### config.mk
export PLATFORM = sky130hd
export DESIGN_NAME = ycbcr_frame_ctrl
export DESIGN_NICKNAME = d
export VERILOG_FILES = /design/src/rtl/ycbcr_frame_ctrl.sv
export SDC_FILE = /design/constraint.sdc
export NUM_CORES = 1
export LEC_CHECK = 0
export ABC_CLOCK_PERIOD_IN_PS = 4190
export CAP_MARGIN = 30
export CORE_MARGIN = 10
export CORE_UTILIZATION = 45
export CTS_BUF_LIST = sky130_fd_sc_hd__clkbuf_4 sky130_fd_sc_hd__clkbuf_8 sky130_fd_sc_hd__clkbuf_16
export CTS_CLUSTER_SIZE = 24
export DETAILED_ROUTE_END_ITERATION = 8
export GPL_ROUTABILITY_DRIVEN = 0
export PLACE_DENSITY = 0.67
export SLEW_MARGIN = 10
export SYNTH_ARGS = -nofsm -noshare
export SYNTH_HDL_FRONTEND = slang
export SYNTH_SLANG_ARGS = --single-unit
### constraint.sdc
create_clock -name clk -period 4.19 [get_ports clk]
set_clock_uncertainty 0.05 [all_clocks]
set_input_delay 0.419 -clock clk [delete_from_list [all_inputs] [get_ports clk]]
set_output_delay 0.419 -clock clk [all_outputs]
set_load 0.01 [all_outputs]
### src/rtl/ycbcr_frame_ctrl.sv
// ycbcr_frame_ctrl
// Frame-level controller for the rgb2ycbcr converter and its bypass mux.
// It measures the active resolution from de_in/vsync_in and takes mode
// requests over a valid/ready handshake. A mode change takes effect only
// on a vsync rising edge, so no output frame mixes two modes. The mux
// select is delayed to match the converter pipeline latency.
//
// Parameters:
//   CNT_W    - width of pixel/line counters and measured resolution
//   CONV_LAT - converter latency in clk cycles (>=1), delay on mode_sel_out
//   FCNT_W   - width of the frame counter
//
// Ports:
//   clk, rst_n           - pixel clock, asynchronous active-low reset
//   de_in/hsync_in/vsync_in - video timing inputs (active-high)
//   cfg_mode/cfg_valid/cfg_ready - mode request handshake
//                          (00 bypass, 01 convert, 10 blank, 11 -> 00)
//   mode_active          - mode in force for the current frame
//   conv_en              - converter enable (de_in registered, convert mode)
//   mode_sel_out         - mode_active delayed CONV_LAT cycles
//   frame_width/height   - resolution of the last completed frame
//   res_valid            - a resolution has been measured
//   res_change           - pulse: committed resolution differs from previous
//   timing_err           - pulse: line length differs from first line,
//                          or a line was cut short by vsync
//   frame_cnt            - frames started since reset (wraps)
//
// Optional feature (define FRAME_CTRL_IRQ_EN):
//   irq     - level interrupt, set by res_change or timing_err
//   irq_clr - clears irq; a set event in the same cycle wins
module ycbcr_frame_ctrl #(
   parameter int CNT_W    = 12,
   parameter int CONV_LAT = 4,
   parameter int FCNT_W   = 16
) (
   input  logic              clk,
   input  logic              rst_n,
   input  logic              de_in,
   input  logic              hsync_in,
   input  logic              vsync_in,
   input  logic [1:0]        cfg_mode,
   input  logic              cfg_valid,
   output logic              cfg_ready,
   output logic [1:0]        mode_active,
   output logic              conv_en,
   output logic [1:0]        mode_sel_out,
   output logic [CNT_W-1:0]  frame_width,
   output logic [CNT_W-1:0]  frame_height,
   output logic              res_valid,
   output logic              res_change,
   output logic              timing_err,
`ifdef FRAME_CTRL_IRQ_EN
   output logic              irq,
   input  logic              irq_clr,
`endif
   output logic [FCNT_W-1:0] frame_cnt
);

   typedef enum logic [1:0] {
      S_WAIT_VS,
      S_WAIT_DE,
      S_ACTIVE,
      S_HBLANK
   } state_t;

   state_t              r_state;
   state_t              w_state_next;
   logic                r_vsync_q;
   logic                r_de_q;
   logic [CNT_W-1:0]    r_pix_cnt;
   logic [CNT_W-1:0]    r_line_cnt;
   logic [CNT_W-1:0]    r_ref_w;
   logic [CNT_W-1:0]    r_frame_width;
   logic [CNT_W-1:0]    r_frame_height;
   logic                r_res_valid;
   logic                r_res_change;
   logic                r_timing_err;
   logic [FCNT_W-1:0]   r_frame_cnt;
   logic                r_cfg_ready;
   logic [1:0]          r_pend_mode;
   logic [1:0]          r_mode_active;
   logic                r_conv_en;
   logic [2*CONV_LAT-1:0] r_mode_sr;

   logic                w_vs_rise;
   logic                w_de_rise;
   logic                w_de_fall;
   logic                w_line_end;
   logic                w_drop_line;
   logic                w_count_pix;
   logic                w_commit;
   logic                w_accept;
   logic                w_timing_err_next;
   logic                w_res_change_next;
   logic [CNT_W-1:0]    w_pix_inc;
   logic [CNT_W-1:0]    w_line_inc;

   // Line boundaries come from de_in alone; hsync is accepted but not needed.
   logic                w_unused_hsync;
   assign w_unused_hsync = hsync_in;

   assign w_vs_rise = vsync_in & ~r_vsync_q;
   assign w_de_rise = de_in & ~r_de_q;
   assign w_de_fall = ~de_in & r_de_q;
   assign w_accept  = cfg_valid & r_cfg_ready;

   // Next-state logic. vsync rising edge overrides every line event.
   always_comb begin
      w_state_next = r_state;
      w_line_end   = 1'b0;
      w_drop_line  = 1'b0;
      if (w_vs_rise) begin
         w_state_next = S_WAIT_DE;
         w_drop_line  = (r_state == S_ACTIVE);
      end else begin
         case (r_state)
            S_WAIT_VS: w_state_next = S_WAIT_VS;
            S_WAIT_DE: if (de_in) w_state_next = S_ACTIVE;
            S_ACTIVE: begin
               if (w_de_fall) begin
                  w_state_next = S_HBLANK;
                  w_line_end   = 1'b1;
               end
            end
            S_HBLANK:  if (w_de_rise) w_state_next = S_ACTIVE;
            default:   w_state_next = S_WAIT_VS;
         endcase
      end
   end

   always_ff @(posedge clk or negedge rst_n) begin
      if (!rst_n) r_state <= S_WAIT_VS;
      else        r_state <= w_state_next;
   end

   // The pixel that moves WAIT_DE/HBLANK into ACTIVE is itself counted.
   assign w_count_pix = de_in & ~w_vs_rise & (r_state != S_WAIT_VS);
   assign w_pix_inc   = (r_pix_cnt == '1) ? r_pix_cnt : r_pix_cnt + 1'b1;
   assign w_line_inc  = (r_line_cnt == '1) ? r_line_cnt : r_line_cnt + 1'b1;
   assign w_commit    = w_vs_rise & (r_line_cnt != '0);

   assign w_timing_err_next = w_drop_line |
                              (w_line_end & (r_line_cnt != '0) & (r_pix_cnt != r_ref_w));
   assign w_res_change_next = w_commit & r_res_valid &
                              ((r_ref_w != r_frame_width) | (r_line_cnt != r_frame_height));

   always_ff @(posedge clk or negedge rst_n) begin
      if (!rst_n) begin
         r_vsync_q      <= 1'b0;
         r_de_q         <= 1'b0;
         r_pix_cnt      <= '0;
         r_line_cnt     <= '0;
         r_ref_w        <= '0;
         r_frame_width  <= '0;
         r_frame_height <= '0;
         r_res_valid    <= 1'b0;
         r_res_change   <= 1'b0;
         r_timing_err   <= 1'b0;
         r_frame_cnt    <= '0;
         r_cfg_ready    <= 1'b1;
         r_pend_mode    <= 2'b00;
         r_mode_active  <= 2'b00;
         r_conv_en      <= 1'b0;
      end else begin
         r_vsync_q    <= vsync_in;
         r_de_q       <= de_in;
         r_timing_err <= w_timing_err_next;
         r_res_change <= w_res_change_next;
         r_conv_en    <= de_in & (r_mode_active == 2'b01);

         if (w_vs_rise) begin
            r_pix_cnt   <= '0;
            r_line_cnt  <= '0;
            r_frame_cnt <= r_frame_cnt + 1'b1;
            if (w_commit) begin
               r_frame_width  <= r_ref_w;
               r_frame_height <= r_line_cnt;
               r_res_valid    <= 1'b1;
            end
         end else if (w_line_end) begin
            r_line_cnt <= w_line_inc;
            if (r_line_cnt == '0) r_ref_w <= r_pix_cnt;
            r_pix_cnt  <= '0;
         end else if (w_count_pix) begin
            r_pix_cnt <= w_pix_inc;
         end

         // cfg_ready low means a request is pending. A request accepted on
         // the vsync edge itself waits for the following frame boundary.
         if (w_vs_rise && !r_cfg_ready)
            r_mode_active <= (r_pend_mode == 2'b11) ? 2'b00 : r_pend_mode;
         if (w_accept) begin
            r_pend_mode <= cfg_mode;
            r_cfg_ready <= 1'b0;
         end else if (w_vs_rise) begin
            r_cfg_ready <= 1'b1;
         end
      end
   end

   // Mux select delay line, oldest stage in the top two bits.
   generate
      if (CONV_LAT == 1) begin : g_lat1
         always_ff @(posedge clk or negedge rst_n) begin
            if (!rst_n) r_mode_sr <= '0;
            else        r_mode_sr <= r_mode_active;
         end
      end else begin : g_latn
         always_ff @(posedge clk or negedge rst_n) begin
            if (!rst_n) r_mode_sr <= '0;
            else        r_mode_sr <= {r_mode_sr[2*CONV_LAT-3:0], r_mode_active};
         end
      end
   endgenerate

`ifdef FRAME_CTRL_IRQ_EN
   logic r_irq;
   always_ff @(posedge clk or negedge rst_n) begin
      if (!rst_n)                                      r_irq <= 1'b0;
      else if (w_res_change_next | w_timing_err_next)  r_irq <= 1'b1;
      else if (irq_clr)                                r_irq <= 1'b0;
   end
   assign irq = r_irq;
`endif

   assign cfg_ready    = r_cfg_ready;
   assign mode_active  = r_mode_active;
   assign conv_en      = r_conv_en;
   assign mode_sel_out = r_mode_sr[2*CONV_LAT-1 -: 2];
   assign frame_width  = r_frame_width;
   assign frame_height = r_frame_height;
   assign res_valid    = r_res_valid;
   assign res_change   = r_res_change;
   assign timing_err   = r_timing_err;
   assign frame_cnt    = r_frame_cnt;

endmodule

# Word level (Yosys, flattened, before mapping)
# Index checks and enable logic that the tools add are counted.
# op_classes
n_reduce_logical	14
n_eq_ne	15
n_addsub	3
bitwise	18
n_mux	19
# op_table
cell	count
12-bit two-way mux	7
12-bit inequality test	3
12-bit by 1-bit adder with 12-bit output (second input constant)	2
12-bit == test (second input constant)	2
16-bit by 1-bit adder with 16-bit output (second input constant)	1
1-bit bitwise AND	12
12-bit zero test	1
3-bit inequality test (second input constant)	4
12-bit nonzero test	1
2-bit two-way mux	5
2-bit case mux with 4 select lines	1
2-bit == test (second input constant)	3
1-bit two-way mux	6
2-bit AND reduction	3
3-bit AND reduction	2
2-bit nonzero test	3
2-bit by 1-bit == test with 1-bit output (second input constant)	2
1-bit inverter	4
3-bit nonzero test	1
2-bit zero test	1
2-bit inequality test (second input constant)	1
1-bit bitwise OR	2
1-bit logical AND	1
1-bit zero test	1
# totals
word_cells	86
register_bits	97
output_inout_bits	49
inputBits	8

# Logic depth before layout (Yosys ltp)
# depth
ltp_word	8
mapped_depth	7
mapped_depth_nobuf	5

# Least setup slack after synthesis
# Ideal clock, no wire load.
# synth_timing
path_kind	register -> register
from	reg r_line_cnt[0]
to	reg r_line_cnt[9]
setup_ns	0.121
path_stages_with_launch	7
path_buffers	1
period_less_slack_ns	1.814
setup_slack_ns	2.376
t_arrival_ns	1.643
required_time_ns	4.019
path_cell_list	dfrtp_1 > ha_1 > and4_4 > and2_1 > buf_2 > a221o_1 > a22o_1
# synth_via
elab_chain_len	4
word_cells_on_any_way	7
classes_between	add/sub: 1; eq/ne: 2; mux: 3; reduce/logical: 1
# synth_rtl
item	line	source
from (decl)	71	logic [CNT_W-1:0] r_line_cnt;
from (signal assigned)	181	r_line_cnt <= w_line_inc;
12-bit by 1-bit adder with 12-bit output	139	assign w_line_inc = (r_line_cnt == '1) ? r_line_cnt : r_line_cnt + 1'b1;
12-bit two-way mux	139	
12-bit two-way mux	180	end else if (w_line_end) begin
12-bit two-way mux	171	if (w_vs_rise) begin
# Parallel ways exist; a longest one is shown, timed or not. The select of a mux whose other input is x is not followed.
# A chain may end at the register's enable or synchronous reset.

# Final worst setup path
# layout_timing
from	in vsync_in
to	reg r_frame_height[4] (netlist: frame_height[4])
# layout_via
elab_chain_len	3
# layout_rtl
item	line	source
from (decl)	40	input logic vsync_in,
1-bit bitwise AND *	102	assign w_vs_rise = vsync_in & ~r_vsync_q;
1-bit bitwise AND	140	assign w_commit = w_vs_rise & (r_line_cnt != '0);
2-bit AND reduction (no source line) *	n/a	
to (signal assigned)	177	r_frame_height <= r_line_cnt;
to (decl)	74	logic [CNT_W-1:0] r_frame_height;
# Every way passes the cells marked *; elsewhere a longest branch is shown, timed or not.

==> results by group <==
Run status
  • Status: completed

Logic synthesis
  • Synthesized instance count: 403
  • Flops & latches, synth: 97
  • EDFF count, synth: 0
  • Main area contributors after synthesis: dfrtp_1 50%, mux2_4 8.8%, xnor2_1 5.9%
  • Yosys top cell by area: dfrtp_1
  • Syn Area/Cell: 11.9 µm²
  • Warnings, synthesis: 0
  • Post-synth top area share: 0.502
  • Synth async-reset ratio: 1.00
  • Unique masters post-synth: 57
  • Synth Cell Area: 4790 µm²
  • Sequential area share after synthesis: 0.507
  • Ys flop type: dfrtp_1
  • Syn nets: 415

Global route
  • Vias in the first global route: 3221
  • Tot GR Track Use: 0.141
  • Number of antenna violations at the first check in global routing: 0
  • First-pass GRT wire length: 17200 µm
  • Largest net degree at the start of global routing: 63
  • GRT Residual Overflow: 0

STA
  • RSZ-0062 raised after global routing: false
  • Final Hold Viols: 0
  • Worst relative slew slack: 0.375
  • Fmax: 396 MHz
  • Minimum clock period: 2.52 ns
  • Worst Slack Setup Final: 1.67 ns
  • # setup viols final: 0
  • Final worst-path cycle share: 0.603
  • Worst-Margin Slew: 0.935 ns
  • Setup TNS Final: 0 ns
  • Slew Viols, Final: 0

Critical path
  • Crit-path max FO: 26
  • CP cell instances: clkdlybuf4s50_1, nand2b_1, nor2_4, mux2_2
  • WP data required: 4.40 ns
  • Crit Path Class: input pin to register
  • FF-to-FF path depth: 3
  • CP Launch Type: input pin
  • Slowest CP cell: nor2_4
  • Crit-path max cell delay: 0.91 ns
  • Flop-to-flop setup slack: 1.74 ns
  • CP Data Arrival Time: 2.73 ns
  • Worst Setup End Kind: register

Detailed routing
  • Remaining DRCs: 0
  • Initial drt markers: 258
  • Wire per inst: 17.4 µm
  • Detail Route Antenna Nets: 0
  • Vias: 3233
  • DR pass1 iterations: 4
  • WL final: 10300 µm
  • Avg Vias per Cell: 5.47

Die
  • Height of the die: 123 µm
  • # IOs: 57
  • Initial Util: 0.464
  • Placeable Area: 10300 µm²
  • # rows: 37
  • Die footprint: 15200 µm²
  • Die width: 123 µm

Power
  • Net Sw Frac: 0.306
  • Combinational Power Share: 0.202
  • Overall Power: 2.21 mW
  • Internal power: 1.53 mW
  • Psw: 0.677 mW
  • Peak VDD IR: 0.220 mV
  • Pwr per Cell Area: 398 nW/µm²
  • Leakage: 2.46 nW
  • Sequential power share: 0.520
  • Clk pwr share: 0.278

Placement
  • Pre-CTS WS: 1.26 ns
  • Final HPWL DP: 7300 µm
  • Placed cells: 575
  • IO buf count: 55

Cells and area
  • Fin cells: 591
  • Most common cell after layout, fill and taps aside: dfrtp_1
  • Synth-to-Final Area Change: 16.2%
  • Core Util, Final: 0.539
  • Most frequent cells in the layout: 96 x dfrtp_1, 54 x clkdlybuf4s50_1, 32 x xnor2_1
  • Layout cells sized above 1: 0.163
  • # diodes: 0
  • Count of nets after finishing: 462

Job
  • Max-cap violations: 0

Clock network
  • Maximum buffer depth of the clock tree: 2
  • PostCTS Resize Cnt: 0
  • Clock Latency Late Sink: 0.37 ns
  • Clock transition at the registers of the reported paths: 0.11 ns
  • CTS tree: done
  • Num CTS Buffers: 9
  • Root Driver: clkbuf_8
  • Setup bufs post-CTS: 0
  • Clock sink count: 97
  • # hold bufs at CTS: 0
  • H-tree Lvls: 3

Worst hold path
  • Min-delay worst type: input pin to asynchronous set/reset pin
## per-stage QoR
step	instance area (µm²)	hold WS (ns)
4_1_cts	5560	0.0827
3_3_place_gp	5370	0.284
6_report	5560	0.0564
3_5_place_dp	5370	0.285
2_1_floorplan	4790	0.0734
5_1_grt	5560	0.119
## critical path: cells and delay by family
kind	cells	cell delay, ns
muxes	1	0.41
buffers and inverters	1	0.51
and+or+nand+nor	2	1.37
## synthesized netlist by cell type, types with 4 or more instances
master / n
a21oi_1: 10
a221oi_1: 4
and3_1: 6
and4_1: 4
buf_2: 8
buf_6: 6
dfrtp_1: 96
ha_1: 4
inv_1: 13
mux2_2: 10
mux2_4: 28
mux2i_1: 8
nand2_1: 30
nand3_1: 16
nand4_1: 14
nor2_1: 12
nor3_1: 7
nor4_1: 6
o21ai_0: 8
o22ai_1: 5
or3_1: 4
xnor2_1: 32
xor2_1: 20
## cell type report
cell class | instances | area (µm²)
fill | 898 | 4760
clock inverter | 6 | 57.6
timing repair buffer | 58 | 571
multi-input combinational | 271 | 2150
inverter | 13 | 48.8
sequential | 97 | 2430
clock buffer | 10 | 138
tap | 136 | 170
## worst paths after layout
kind,from,endpoint
setup / recovery,vsync_in,frame_height[4]
hold / removal,rst_n,frame_height[7]
setup reg to reg,r_vsync_q,frame_height[4]
hold reg to reg,r_mode_sr[1],r_mode_sr[3]
max in group asynchronous,rst_n,cfg_ready
min in group clk,r_mode_sr[1],r_mode_sr[3]
## state kept, by name (all words and copies together), names as in the netlist, 2 cells and up
register / flops
frame_width: 12
frame_cnt: 16
r_ref_w: 12
frame_height: 12
r_state: 2
mode_active: 2
r_mode_sr: 8
r_pend_mode: 2
r_pix_cnt: 12
r_line_cnt: 12
## kinds of logic after synthesis
logic type                 after synthesis  synth area share
AOI/OAI and AO/OA                       47            0.0677
xor gates and xnor gates                52            0.0951
adders and majority gates                4            0.0105
buffers and inverters                   35            0.0442
DFF                                     97             0.507
muxes                                   46             0.128
and+or+nand+nor                        122             0.147
## layer usage
| layer | vias up | part of all wire | track usage |
|---|---|---|---|
| met3 | 15 | 0.053 | 0.0346 |
| met1 | 1607 | 0.46 | 0.194 |
| li1 | 1535 | - | - |
| met5 | - | 0 | 0 |
| met2 | 76 | 0.47 | 0.214 |
| met4 | 0 | 0.014 | 0.0459 |
## power by group through the flow
stage	Combinational [mW]	Clock (mW)	Sequential (mW)
6_report	0.448	0.615	1.15
5_1_grt	0.492	0.668	1.17
4_1_cts	0.458	0.629	1.15
3_5_place_dp	0.455	0	1.17
3_3_place_gp	0.451	0	1.16
2_1_floorplan	0.241	0	1.16
No activity file was read; power rests on OpenSTA's default activity.
